### src/rtl/vector_alu_sequencer_pkg.sv
// vector_alu_sequencer_pkg: shared ALU opcodes, state encoding and default widths
package vector_alu_sequencer_pkg;
    localparam int DATA_W = 16;
    localparam int ADDR_W = 16;
    localparam int OP_W = 5;
    localparam logic [OP_W-1:0] OP_ADD = 5'd0;
    localparam logic [OP_W-1:0] OP_SUB = 5'd1;
    localparam logic [OP_W-1:0] OP_AND = 5'd2;
    localparam logic [OP_W-1:0] OP_OR = 5'd3;
    localparam logic [OP_W-1:0] OP_XOR = 5'd4;
    localparam logic [OP_W-1:0] OP_EQ = 5'd5;
    localparam logic [OP_W-1:0] OP_LT = 5'd6;
    localparam logic [OP_W-1:0] OP_SELA = 5'd7;
    localparam logic [OP_W-1:0] OP_SELB = 5'd8;
    localparam logic [OP_W-1:0] MAX_OP = OP_SELB;
    typedef enum logic [2:0] {IDLE, RD_A, RD_B, EXEC, WR, FIN} state_t;
endpackage

### src/rtl/vector_alu_sequencer_if.sv
// vector_alu_sequencer_if: command, status, memory and ALU signals of the sequencer
interface vector_alu_sequencer_if #(
    parameter int DATA_W = vector_alu_sequencer_pkg::DATA_W,
    parameter int ADDR_W = vector_alu_sequencer_pkg::ADDR_W,
    parameter int OP_W = vector_alu_sequencer_pkg::OP_W
);
    logic start;
    logic [OP_W-1:0] op;
    logic scalar_b;
    logic [ADDR_W-1:0] base_a;
    logic [ADDR_W-1:0] base_b;
    logic [ADDR_W-1:0] base_dst;
    logic [ADDR_W-1:0] length;
    logic busy;
    logic done;
    logic err;
    logic [ADDR_W-1:0] mem_addr;
    logic mem_we;
    logic [DATA_W-1:0] mem_wdata;
    logic [DATA_W-1:0] mem_rdata;
    logic [DATA_W-1:0] alu_a;
    logic [DATA_W-1:0] alu_b;
    logic [OP_W-1:0] alu_op;
    logic [DATA_W-1:0] alu_out;
    modport master (
        output start, op, scalar_b, base_a, base_b, base_dst, length, mem_rdata, alu_out,
        input busy, done, err, mem_addr, mem_we, mem_wdata, alu_a, alu_b, alu_op
    );
    modport slave (
        input start, op, scalar_b, base_a, base_b, base_dst, length, mem_rdata, alu_out,
        output busy, done, err, mem_addr, mem_we, mem_wdata, alu_a, alu_b, alu_op
    );
endinterface

### src/rtl/vseq_addr_gen.sv
// vseq_addr_gen: element index counter, base+idx address adders and last-element flag
module vseq_addr_gen #(
    parameter int ADDR_W = vector_alu_sequencer_pkg::ADDR_W
) (
    input logic CLK,
    input logic Reset,
    input logic clr,
    input logic inc,
    input logic [ADDR_W-1:0] base_a,
    input logic [ADDR_W-1:0] base_b,
    input logic [ADDR_W-1:0] base_dst,
    input logic [ADDR_W-1:0] length,
    output logic [ADDR_W-1:0] addr_a,
    output logic [ADDR_W-1:0] addr_b,
    output logic [ADDR_W-1:0] addr_dst,
    output logic last
);
    logic [ADDR_W-1:0] idx;
    // index restarts in IDLE and advances after each element write
    always_ff @(posedge CLK) begin
        if (Reset || clr) idx <= '0;
        else if (inc) idx <= idx + 1'b1;
    end
    assign addr_a = base_a + idx;
    assign addr_b = base_b + idx;
    assign addr_dst = base_dst + idx;
    assign last = idx == length - 1'b1;
endmodule

### src/rtl/vector_alu_sequencer.sv
// vector_alu_sequencer: streams vector operands from memory through the ALU and writes results back
module vector_alu_sequencer #(
    parameter int DATA_W = vector_alu_sequencer_pkg::DATA_W,
    parameter int ADDR_W = vector_alu_sequencer_pkg::ADDR_W,
    parameter int OP_W = vector_alu_sequencer_pkg::OP_W,
    parameter logic [OP_W-1:0] MAX_OP = vector_alu_sequencer_pkg::MAX_OP
) (
    input logic CLK,
    input logic Reset,
    vector_alu_sequencer_if.slave bus
);
    import vector_alu_sequencer_pkg::*;
    state_t state, state_nx;
    logic scalar_q;
    logic [ADDR_W-1:0] base_a_q, base_b_q, base_dst_q, len_q;
    logic [ADDR_W-1:0] addr_a, addr_b, addr_dst;
    logic last;
    logic accept;
    assign accept = state == IDLE && bus.start && bus.op <= MAX_OP;
    vseq_addr_gen #(.ADDR_W(ADDR_W)) u_addr (
        .CLK(CLK),
        .Reset(Reset),
        .clr(state == IDLE),
        .inc(state == WR && !last),
        .base_a(base_a_q),
        .base_b(base_b_q),
        .base_dst(base_dst_q),
        .length(len_q),
        .addr_a(addr_a),
        .addr_b(addr_b),
        .addr_dst(addr_dst),
        .last(last)
    );
    // state register
    always_ff @(posedge CLK) state <= Reset ? IDLE : state_nx;
    // command latch on accepted start; err pulse on rejected opcode
    always_ff @(posedge CLK) begin
        if (Reset) begin
            scalar_q <= 1'b0;
            base_a_q <= '0;
            base_b_q <= '0;
            base_dst_q <= '0;
            len_q <= '0;
            bus.alu_op <= '0;
            bus.err <= 1'b0;
        end else begin
            bus.err <= state == IDLE && bus.start && bus.op > MAX_OP;
            if (accept) begin
                scalar_q <= bus.scalar_b;
                base_a_q <= bus.base_a;
                base_b_q <= bus.base_b;
                base_dst_q <= bus.base_dst;
                len_q <= bus.length;
                bus.alu_op <= bus.op;
            end
        end
    end
    // operand capture: read data lands one cycle after its address phase
    always_ff @(posedge CLK) begin
        if (Reset) begin
            bus.alu_a <= '0;
            bus.alu_b <= '0;
        end else begin
            if (state == RD_B || (state == EXEC && scalar_q)) bus.alu_a <= bus.mem_rdata;
            if (state == EXEC) bus.alu_b <= scalar_q ? DATA_W'(base_b_q) : bus.mem_rdata;
        end
    end
    // next state and memory/status outputs
    always_comb begin
        state_nx = state;
        bus.mem_addr = '0;
        bus.mem_we = 1'b0;
        bus.mem_wdata = {DATA_W{1'b0}};
        bus.busy = 1'b0;
        bus.done = 1'b0;
        case (state)
            IDLE: if (accept) state_nx = bus.length == '0 ? FIN : RD_A;
            RD_A: begin
                bus.busy = 1'b1;
                bus.mem_addr = addr_a;
                state_nx = scalar_q ? EXEC : RD_B;
            end
            RD_B: begin
                bus.busy = 1'b1;
                bus.mem_addr = addr_b;
                state_nx = EXEC;
            end
            EXEC: begin
                bus.busy = 1'b1;
                state_nx = WR;
            end
            WR: begin
                bus.busy = 1'b1;
                bus.mem_addr = addr_dst;
                bus.mem_we = 1'b1;
                bus.mem_wdata = bus.alu_out;
                state_nx = last ? FIN : RD_A;
            end
            FIN: begin
                bus.done = 1'b1;
                state_nx = IDLE;
            end
            default: state_nx = IDLE;
        endcase
    end
endmodule
### src/flat_wrapper.sv
// flat-port wrapper written by rule: the top's interface ports become plain ports
module vector_alu_sequencer_flat import vector_alu_sequencer_pkg::*;
#(
    parameter int DATA_W = vector_alu_sequencer_pkg::DATA_W,
    parameter int ADDR_W = vector_alu_sequencer_pkg::ADDR_W,
    parameter int OP_W = vector_alu_sequencer_pkg::OP_W,
    parameter logic [OP_W-1:0] MAX_OP = vector_alu_sequencer_pkg::MAX_OP
)
  (CLK, Reset, bus_start, bus_op, bus_scalar_b, bus_base_a, bus_base_b, bus_base_dst, bus_length, bus_mem_rdata, bus_alu_out, bus_busy, bus_done, bus_err, bus_mem_addr, bus_mem_we, bus_mem_wdata, bus_alu_a, bus_alu_b, bus_alu_op);
  vector_alu_sequencer_if #(.DATA_W(DATA_W), .ADDR_W(ADDR_W), .OP_W(OP_W)) bus_i ();
  input logic CLK;
  input logic Reset;
  input wire logic [$bits(bus_i.start)-1:0] bus_start;
  input wire logic [$bits(bus_i.op)-1:0] bus_op;
  input wire logic [$bits(bus_i.scalar_b)-1:0] bus_scalar_b;
  input wire logic [$bits(bus_i.base_a)-1:0] bus_base_a;
  input wire logic [$bits(bus_i.base_b)-1:0] bus_base_b;
  input wire logic [$bits(bus_i.base_dst)-1:0] bus_base_dst;
  input wire logic [$bits(bus_i.length)-1:0] bus_length;
  input wire logic [$bits(bus_i.mem_rdata)-1:0] bus_mem_rdata;
  input wire logic [$bits(bus_i.alu_out)-1:0] bus_alu_out;
  output wire logic [$bits(bus_i.busy)-1:0] bus_busy;
  output wire logic [$bits(bus_i.done)-1:0] bus_done;
  output wire logic [$bits(bus_i.err)-1:0] bus_err;
  output wire logic [$bits(bus_i.mem_addr)-1:0] bus_mem_addr;
  output wire logic [$bits(bus_i.mem_we)-1:0] bus_mem_we;
  output wire logic [$bits(bus_i.mem_wdata)-1:0] bus_mem_wdata;
  output wire logic [$bits(bus_i.alu_a)-1:0] bus_alu_a;
  output wire logic [$bits(bus_i.alu_b)-1:0] bus_alu_b;
  output wire logic [$bits(bus_i.alu_op)-1:0] bus_alu_op;
  assign bus_i.start = bus_start;
  assign bus_i.op = bus_op;
  assign bus_i.scalar_b = bus_scalar_b;
  assign bus_i.base_a = bus_base_a;
  assign bus_i.base_b = bus_base_b;
  assign bus_i.base_dst = bus_base_dst;
  assign bus_i.length = bus_length;
  assign bus_i.mem_rdata = bus_mem_rdata;
  assign bus_i.alu_out = bus_alu_out;
  assign bus_busy = bus_i.busy;
  assign bus_done = bus_i.done;
  assign bus_err = bus_i.err;
  assign bus_mem_addr = bus_i.mem_addr;
  assign bus_mem_we = bus_i.mem_we;
  assign bus_mem_wdata = bus_i.mem_wdata;
  assign bus_alu_a = bus_i.alu_a;
  assign bus_alu_b = bus_i.alu_b;
  assign bus_alu_op = bus_i.alu_op;
  vector_alu_sequencer #(.DATA_W(DATA_W), .ADDR_W(ADDR_W), .OP_W(OP_W), .MAX_OP(MAX_OP)) u_core (.CLK(CLK), .Reset(Reset), .bus(bus_i));
endmodule
### config.mk
export PLATFORM = sky130hd
export DESIGN_NAME = vector_alu_sequencer_flat
export DESIGN_NICKNAME = d
export VERILOG_FILES = /design/src/rtl/vector_alu_sequencer_pkg.sv /design/src/rtl/vector_alu_sequencer_if.sv /design/src/rtl/vseq_addr_gen.sv /design/src/rtl/vector_alu_sequencer.sv /design/src/flat_wrapper.sv
export SDC_FILE = /design/constraint.sdc
export NUM_CORES = 1
export LEC_CHECK = 0
export ABC_AREA = 1
export BUFFER_PORTS_ARGS = -buffer_cell sky130_fd_sc_hd__buf_4
export CORE_MARGIN = 1.5
export CORE_UTILIZATION = 57
export CTS_CLUSTER_DIAMETER = 50
export DETAILED_ROUTE_END_ITERATION = 7
export GPL_ROUTABILITY_DRIVEN = 0
export MAX_ROUTING_LAYER = met4
export PLACE_DENSITY = 0.86
export SLEW_MARGIN = 10
export SYNTH_ARGS = -nofsm -noshare
export SYNTH_HDL_FRONTEND = slang
export SYNTH_SLANG_ARGS = --single-unit
### constraint.sdc
create_clock -name CLK -period 8.75 [get_ports CLK]
set_clock_uncertainty 0.05 [all_clocks]
set_input_delay 1.3125 -clock CLK [delete_from_list [all_inputs] [get_ports CLK]]
set_output_delay 1.3125 -clock CLK [all_outputs]
set_load 0.02 [all_outputs]
* Word level (Yosys, flattened, before mapping) *
Index checks and enable logic that the tools add are counted.

storage, ports and cells
  register bits after elaboration = 122
  word-level logic and storage cells = 47

cells by class
  muxes and demuxes = 11
  magnitude comparators = 2
  equal/unequal tests = 7
  reduce and logical (&&, ||, !) cells = 11
  add/sub/neg operators = 5

operators with widths
  cell                                                            number
  adder 16 bit                                                    3
  one-hot mux 16 bit (3 select lines)                             1
  two-way mux 16 bit                                              2
  adder 16 x 1 -> 16 bit, second input constant                   1
  == test 16 bit                                                  1
  zero test 16 bit                                                1
  subtractor 16 x 1 -> 16 bit, second input constant              1
  one-hot mux 3 bit (5 select lines)                              1
  two-way mux 3 bit                                               3
  == test 3 x 2 -> 1 bit, second input constant                   2
  == test 3 bit, second input constant                            2
  greater-than comparator 5 x 4 -> 1 bit, second input constant   1
  less-or-equal comparator 5 x 4 -> 1 bit, second input constant  1
  logical AND 1 bit                                               5
  two-way mux 1 bit                                               4
  OR reduction 4 bit                                              1
  == test 3 x 1 -> 1 bit, second input constant                   1
  zero test 3 bit                                                 1
  logical OR 1 bit                                                2
  != test 2 x 1 -> 1 bit, second input constant                   1
  zero test 1 bit                                                 1

* Logic depth before layout (Yosys ltp) *
Gate-level depths: netlist of run 1.

  word-level depth = 5
  depth in mapped cells = 22

* By module *
From an unflattened synthesis of run 1, not the netlist that was laid out.

second synthesis, totals
  cells, all modules = 1362
  area total of the unflattened synthesis = 8607.0 sq um

by module, submodules not included
  module                area each (sq um)  cells an instance  instances  sequential area each (sq um)
  vector_alu_sequencer  4992.3             765                1          2122.0
  vseq_addr_gen         3614.7             597                1          320.3

* Worst setup path before layout of run 1 *
OpenSTA, ideal clock, no wires.

  path kind = register -> output
  from = register u_core.state[1]
  to = output port bus_mem_addr[12]
  data arrival time = 3.184 ns
  path buffers = 1
  required time = 7.388 ns
  setup slack = 4.204 ns
  stages on the path, launching flop included = 22
  cells stage by stage = dfxtp_1 > nor2_1 > nand2_2 > inv_2 > nor2_1 > clkbuf_1 > nand2_1 > nand3_1 > ha_1 > inv_1 > fa_1 > inv_1 > nand2_1 > nand2_1 > nand2_1 > nand2_1 > a21oi_1 > o21ai_0 > nor2_1 > o21ai_0 > nor2_1 > nor2_1

on the way
  longest elaborated chain between the ends = 2

ends and longest elaborated chain
  item                                     RTL line                    RTL
  from (decl)                              vector_alu_sequencer.sv:13  state_t state, state_nx;
  from (signal assigned)                   vector_alu_sequencer.sv:35  always_ff @(posedge CLK) state <= Reset ? IDLE : state_nx;
  == test 3 bit (tied with other cells)    vector_alu_sequencer.sv:76  case (state)
  one-hot mux 16 bit (3 select lines) (*)  vector_alu_sequencer.sv:76
  to (decl)                                flat_wrapper.sv:25          output wire logic [$bits(bus_i.mem_addr)-1:0] bus_mem_addr;

Every way passes the cells marked *; elsewhere a longest branch is shown, timed or not.

* Final worst setup path of run 1 *
Same ends and word-level chain as after synthesis.

==> reports/metrics.csv, run 1 <==
stage,metric,value,unit
run_status,status,"complete, no violations",
clock_tree,CTS tree,built,
drt,routed vias,7160,
pwr,sequential power share,35.8,%
sta,Final Hold Fails,0,
drt,DR vias/cell,5.47,
synth,Syn Area/Cell,6.63,um^2
sta,worst hold slack,0.395,ns
critical_path,Reg-to-Reg Start,u_core.len_q[0],
floorplanning,die area,0.0123,mm^2
hold_path,Hold EP,u_core.bus.alu_op[4],
critical_path,Reg2Reg Depth,14,
floorplanning,Die Span X,111,um
flow_run,Max Cap Violations,0,
sta,Tcrit/Tclk final,69.9,%
pwr,LEAKAGE,0.00405,uW
sta,Fmax achieved,0.163,GHz
clock_tree,worst skew pair latency,0.41,ns
sta,Worst Max-Slew Pin Slew,1.03,ns
drt,Routed Antenna Nets,0,
finish,diode count,0,
critical_path,"Arr. time, crit path",4.76,ns
clock_tree,CTS Root Cell,clkbuf_16,
drt,DR WL/cell,15.0,um
floorplanning,Initial Util,58.3,%
critical_path,r2r setup slk,6.31,ns
synth,YS warnings,0,
synth,post-synthesis cell type count,39,
floorplanning,die extent in y,111,um
pwr,Clock power frac,36.1,%
sta,count of pins over their slew limit,0,
finish,fin nets,1276,
placement,dpl cells,1277,
floorplanning,IO Pins,178,
hold_path,Hold Crit Depth,2,
synth,"Seq/Total Area, Yosys",36.9,%
critical_path,reg2reg end,u_core.u_addr.idx[10],
synth,ys flop type,dfxtp_1,
sta,total negative slack,0,ns
critical_path,"Max FO, Critical Path",35,
finish,Fillers,921,
pwr,Peak supply drop,0.000137,V
sta,final worst-path setup slack,2.63,ns
placement,dpl hpwl,14200,um
critical_path,CP startpoint,u_core.state[1],
hold_path,Min-Delay Startpoint,u_core.bus.alu_op[4],
clock_tree,Num Clock Sinks,122,
placement,PortBufs,177,
grt,global route overflow,0,
sta,RSZ-0062 raised after global routing,false,
synth,ys async rst share,0,%
clock_tree,CTS H-tree lvls,4,
synth,"Cell Area, Synth",0.00663,mm^2
hold_path,Hold Crit Class,flop to flop,
clock_tree,clock-pin slew on the worst setup and hold paths,0.06,ns
clock_tree,CTS Buffer Depth,2,
critical_path,crit end category,output pin,
finish,Synth-to-Final Area Change,29.0,%
clock_tree,buffer count from post-CTS setup fixing,0,
critical_path,Critical Path RT,7.39,ns
grt,GRT Util Overall,32.8,%
synth,Syn Inst Count,999,
synth,Post-synth EDFFs,0,
grt,first-pass GRT wire length,32100,um
clock_tree,number of buffers created by CTS,17,
synth,synthesized flop and latch total,122,
critical_path,crit path launch type,flop,
pwr,combinational share of power,28.0,%
grt,vias in the first global route,6885,
sta,Max-slew headroom,31.3,%
sta,Final setup viols,0,
pwr,Internal,1210,uW
drt,drt drc,0,
placement,pre-CTS setup slack,3.14,ns
pwr,Pwr Total,1870,uW
clock_tree,hold buffers post-CTS,0,
pwr,Pwr per Cell Area,218,mW/mm^2
critical_path,crit path kind,flop to output pin,
floorplanning,row cnt,39,
grt,largest net degree at the start of global routing,86,
sta,"Min Clock Period, post-route",6.12,ns
floorplanning,Core Region,0.0114,mm^2
clock_tree,post_cts resized,0,
synth,net count after synthesis,1122,
drt,DR pass1 iterations,5,
grt,initial antenna violation count,0,
finish,Finished Layout Cells,1308,
pwr,NetSw,655,uW
drt,routed wire length,19600,um
drt,Initial DRC Count,445,
finish,share of cells above drive strength 1,20.6,%
pwr,sw frac,35.1,%
cell usage after synthesis, types with 3 or more instances:
master / instances / share of area, %
nand3b_1: 4 / 0.45
xor2_1: 17 / 2.2
a21oi_2: 5 / 0.66
o21bai_1: 3 / 0.34
o21a_1: 3 / 0.34
ha_1: 17 / 3.2
xnor2_1: 9 / 1.2
dfxtp_1: 122 / 37
inv_1: 104 / 5.9
nor3_1: 9 / 0.68
nor2_4: 4 / 0.68
nor2_2: 3 / 0.28
nor4_1: 8 / 0.76
o21ai_0: 119 / 9.0
buf_1: 6 / 0.34
nor2_1: 178 / 10
nand3_1: 61 / 4.6
a21oi_1: 104 / 7.9
inv_2: 5 / 0.28
nand4_1: 8 / 0.76
nand2_1: 152 / 8.6
clkbuf_1: 38 / 2.2
power groups by stage:
| stage | combinational, uW | sequential, uW | clock [uW] |
|---|---|---|---|
| after floorplan | 313 | 701 | 0 |
| after global placement | 501 | 675 | 0 |
| after detailed placement | 514 | 677 | 0 |
| after CTS | 521 | 667 | 674 |
| after global routing | 584 | 674 | 701 |
| final | 523 | 668 | 674 |
registers in the layout, indices dropped and copies added (netlist names):
register,cells
u_core.base_a_q,16
u_core.base_b_q,16
u_core.base_dst_q,16
u_core.bus.alu_a,16
u_core.bus.alu_b,16
u_core.len_q,16
u_core.u_addr.idx,16
u_core.bus.alu_op,5
u_core.state,3
u_core.bus.err,1
u_core.scalar_q,1
worst max-delay path by stage:
stage                     cells past startpoint  slack [ns]          endpoint
final                                        22        2.63  bus_mem_addr[12]
after global routing                         22        2.14  bus_mem_addr[12]
after CTS                                    22        2.68  bus_mem_addr[12]
after detailed placement                     22        3.14  bus_mem_addr[12]
after global placement                       22        3.31  bus_mem_addr[12]
after floorplan                              21        4.20  bus_mem_addr[12]
placed cells by master (no fill, tap or decap), drive strengths merged, types with 9 or more instances in the layout:
| cell type | instances |
|---|---|
| nor2 | 185 |
| buf | 181 |
| nand2 | 156 |
| dfxtp | 122 |
| o21ai | 120 |
| inv | 117 |
| a21oi | 109 |
| nand3 | 62 |
| xor2 | 17 |
| ha | 17 |
| clkbuf | 17 |
| xnor2 | 9 |
| nor3 | 9 |
stage by stage:
step | instance area [um^2] | util [%]
final | 8550 | 75.2
after detailed placement | 7990 | 70.3
after global routing | 8550 | 75.2
after CTS | 8550 | 75.2
after floorplan | 6630 | -
after global placement | 7990 | 70.3
critical path, cell delays in order (launching register included):
cell and delay [ns]:
dfxtp_1 0.38, nor2_1 0.09, nand2_2 0.32, inv_2 0.36
nor2_1 0.89, nand2_1 0.12, nand3_1 0.12, ha_1 0.16
inv_1 0.06, fa_1 0.37, inv_1 0.07, nand2_1 0.06
nand2_1 0.06, nand2_1 0.05, nand2_1 0.09, a21oi_1 0.11
o21ai_0 0.40, nor2_1 0.07, o21ai_0 0.22, nand2_1 0.08
nand2_1 0.06, nor2_1 0.04, buf_4 0.15
cell families (layout without fill, tap and decap cells):
group	count (synthesis)	after routing	share of synthesized area, %
simple gates	436	436	28.1
compound gates	240	240	18.8
buf+inv	156	322	8.97
flops	122	122	36.9
xor+xnor	27	27	3.78
fa+ha+maj	18	18	3.51
cell type report:
| cell class | instances | area (um^2) | share of cell area [%] |
|---|---|---|---|
| clock buffer | 17 | 425 | 4.97 |
| clock inverter | 14 | 135 | 1.58 |
| inverter | 110 | 413 | 4.83 |
| multi-input combinational | 721 | 3600 | 42.1 |
| sequential | 122 | 2440 | 28.6 |
| tap | 143 | 179 | 2.09 |
| timing repair buffer | 181 | 1360 | 15.9 |
metal layers:
layer / up-vias / global-route usage, % / wire length, um
met5: - / - / 0
met4: 0 / 15.0 / 724
met3: 63 / 6.07 / 1520
met2: 316 / 55.9 / 9670
met1: 3216 / 37.6 / 7650
li1: 3565 / - / -
Power figures use the tool's default switching activity.
==> run 2, diff against run 1 <==
--- a/config.mk
+++ b/config.mk
@@ -5,15 +5,15 @@
 export SDC_FILE = /design/constraint.sdc
 export NUM_CORES = 1
 export LEC_CHECK = 0
-export ABC_AREA = 1
+export ABC_AREA = 0
 export BUFFER_PORTS_ARGS = -buffer_cell sky130_fd_sc_hd__buf_4
 export CORE_MARGIN = 1.5
-export CORE_UTILIZATION = 57
+export CORE_UTILIZATION = 48
 export CTS_CLUSTER_DIAMETER = 50
 export DETAILED_ROUTE_END_ITERATION = 7
 export GPL_ROUTABILITY_DRIVEN = 0
 export MAX_ROUTING_LAYER = met4
-export PLACE_DENSITY = 0.86
+export PLACE_DENSITY = 0.77
 export SLEW_MARGIN = 10
 export SYNTH_ARGS = -nofsm -noshare
 export SYNTH_HDL_FRONTEND = slang
==> constraint.sdc (replaced) <==
create_clock -name CLK -period 5.1 [get_ports CLK]
set_clock_uncertainty 0.05 [all_clocks]
set_input_delay 0.765 -clock CLK [delete_from_list [all_inputs] [get_ports CLK]]
set_output_delay 0.765 -clock CLK [all_outputs]
set_load 0.02 [all_outputs]
==> run 2 against run 1 <==
Against the previous run: sequential power increased by 53%; count of clock-buffer cells in the layout is 3 higher; sequential cell count did not move; critical path type unchanged.
==> reports/metrics.csv, run 2 <==
stage,metric,value,unit,change
drt,Routed Antenna Nets,0,,unchanged
grt,first-pass GRT wire length,30000,um,-6.4%
floorplanning,IO Pins,178,,unchanged
pwr,sw frac,25.9,%,-9.2 points
sta,Final Hold Fails,0,,unchanged
finish,"commonest non-fill, non-tap cell in the layout",nand2_1,,
synth,largest area contributor in the netlist,dfxtp_1,,
clock_tree,Num Clock Sinks,122,,unchanged
pwr,NetSw,659,uW,+0.54%
clock_tree,clock-pin slew on the worst setup and hold paths,0.06,ns,about the same
finish,fin nets,1123,,-12%
finish,share of cells above drive strength 1,23.8,%,+3.2 points
hold_path,Min-Delay Startpoint,u_core.bus.alu_a[13],,
clock_tree,number of buffers created by CTS,17,,unchanged
synth,Syn Area/Cell,7.67,um^2,+16%
floorplanning,row cnt,42,,+7.7%
clock_tree,hold buffers post-CTS,0,,unchanged
critical_path,crit path launch type,flop,,
sta,count of pins over their slew limit,0,,unchanged
finish,Synth-to-Final Area Change,31.7,%,
sta,Final setup viols,0,,unchanged
pwr,Internal,1890,uW,+56%
critical_path,CP startpoint,u_core.state[0],,
drt,DR WL/cell,15.6,um,+4.1%
run_status,status,"complete, no violations",,
synth,ys async rst share,0,%,unchanged
pwr,combinational share of power,13.8,%,-14 points
synth,ys flop type,dfxtp_1,,
clock_tree,worst skew pair latency,0.41,ns,about the same
placement,dpl hpwl,13400,um,-5.5%
sta,Fmax achieved,0.210,GHz,
clock_tree,CTS Buffer Depth,2,,unchanged
finish,final core utilization,64.5,%,-11 points
drt,DR pass1 iterations,5,,unchanged
pwr,Clock power frac,46.0,%,+9.9 points
synth,"Seq/Total Area, Yosys",37.8,%,+0.97 points
floorplanning,die area,0.0142,mm^2,+15%
pwr,Peak supply drop,0.000242,V,+76%
critical_path,Reg-to-Reg Start,u_core.len_q[0],,
synth,YS warnings,0,,unchanged
drt,drt drc,0,,unchanged
placement,PortBufs,177,,unchanged
hold_path,Hold Crit Class,flop to flop,,
grt,GRT Util Overall,27.1,%,-5.7 points
sta,"Min Clock Period, post-route",4.77,ns,
critical_path,crit path kind,flop to output pin,,
floorplanning,Initial Util,49.0,%,-9.3 points
grt,initial antenna violation count,0,,unchanged
synth,"Cell Area, Synth",0.00646,mm^2,-2.6%
finish,Fillers,1175,,+28%
synth,synthesized flop and latch total,122,,unchanged
finish,"commonest cells after routing, fill and taps aside","nand2_1, buf_4, dfxtp_1",,
floorplanning,die extent in y,119,um,+7.4%
drt,Initial DRC Count,438,,-1.6%
synth,net count after synthesis,965,,-14%
sta,total negative slack,0,ns,unchanged
critical_path,Critical Path RT,4.28,ns,-3.11 ns
grt,global route overflow,0,,unchanged
floorplanning,Die Span X,119,um,+7.4%
pwr,Pwr per Cell Area,299,mW/mm^2,+37%
grt,vias in the first global route,6091,,-12%
sta,RSZ-0062 raised after global routing,false,,
drt,routed vias,6481,,-9.5%
synth,most instantiated cells after synthesis,"nand2_1, dfxtp_1, a21oi_1, clkbuf_1, nor2_1",,
critical_path,"Arr. time, crit path",3.95,ns,-0.81 ns
drt,DR vias/cell,5.46,,-0.26%
clock_tree,CTS tree,built,,
pwr,LEAKAGE,0.00348,uW,-14%
sta,worst hold slack,0.399,ns,+0.00475 ns
synth,Syn Inst Count,842,,-16%
pwr,sequential power share,40.1,%,+4.3 points
clock_tree,post_cts resized,0,,unchanged
sta,Max-slew headroom,27.1,%,-4.3 points
floorplanning,Core Region,0.0132,mm^2,+16%
drt,routed wire length,18500,um,-5.5%
clock_tree,CTS Root Cell,clkbuf_16,,
sta,Worst Max-Slew Pin Slew,1.09,ns,+0.0664 ns
sta,Tcrit/Tclk final,93.5,%,
synth,share of the synthesized area in the top cell type,37.8,%,+0.97 points
synth,Post-synth EDFFs,0,,unchanged
critical_path,"Max FO, Critical Path",16,,-54%
critical_path,crit end category,output pin,,
clock_tree,buffer count from post-CTS setup fixing,0,,unchanged
grt,largest net degree at the start of global routing,71,,-17%
flow_run,Max Cap Violations,0,,unchanged
synth,post-synthesis cell type count,60,,+54%
synth,top-count cell post-synth,nand2_1,,
synth,largest cells by area after synthesis,"dfxtp_1, nand2_1, a21oi_1",,
clock_tree,CTS H-tree lvls,4,,unchanged
finish,diode count,0,,unchanged
[run 2: final cells by class]
type                            instances  area, um^2  area share (%)
Multi-Input combinational cell        651        3760            44.3
Sequential cell                       122        2440            28.7
Timing Repair Buffer                  192        1440            17.0
Clock buffer                           20         457            5.37
Tap cell                              176         220            2.59
Clock inverter                         10         119            1.40
Inverter                               16        60.1           0.706
[run 2: cells by family after synthesis]
logic type / Yosys count / synth area share, %
buffers and inverters: 69 / 4.15
and+or+nand+nor: 402 / 29.5
xor gates and xnor gates: 28 / 3.80
AOI/OAI and AO/OA: 169 / 15.8
muxes: 34 / 5.27
DFF: 122 / 37.8
adders and majority gates: 18 / 3.60
[run 2: metrics by stage]
step           setup slack, ns  power (uW)  area, um^2  std cells
2_1_floorplan            0.412        1240        6460        842
3_3_place_gp             0.895        1380        7930       1157
3_5_place_dp             0.807        1390        7930       1157
4_1_cts                  0.350        2550        8500       1187
5_1_grt                 0.0723        2630        8500       1187
6_report                 0.332        2540        8500       1187
[run 2: power by group through the flow]
stage	registers, uW	clock network [uW]	logic (uW)
after floorplan	1040	0	200
after global placement	1040	0	344
after detailed placement	1040	0	348
after CTS	1020	1180	351
after global routing	1030	1220	388
final	1020	1170	351
[run 2: path summary, 6_finish.rpt]
check	end	cells past startpoint	slack (ns)
worst max-delay path	bus_mem_addr[15]	15	0.33
worst min-delay path	u_core.bus.alu_a[13]	2	0.40
worst max register to register	u_core.state[2]	10	1.74
worst min register to register	u_core.bus.alu_a[13]	2	0.40
[run 2: worst max-delay path: stages, from the launching register on]
cell and delay (ns):
dfxtp_1 0.38, nor2_1 0.25, and2_1 0.19, nor2_1 0.05, buf_4 0.18, and2_1 0.17, a221o_1 0.28, ha_1 0.30
a211o_1 0.30, o211ai_1 0.17, a311o_1 0.31, a211oi_1 0.12, o41ai_1 0.41, xnor2_1 0.16, nor2_1 0.06, buf_4 0.20
[run 2: layer usage]
layer	routed length (um)	up-vias	part of all wire, %	global-route usage, %
li1	-	3234	-	-
met1	7950	2979	43	33.2
met2	8860	230	48	44.3
met3	1260	38	6.8	5.65
met4	408	0	2.2	10.0
met5	0	-	0	-
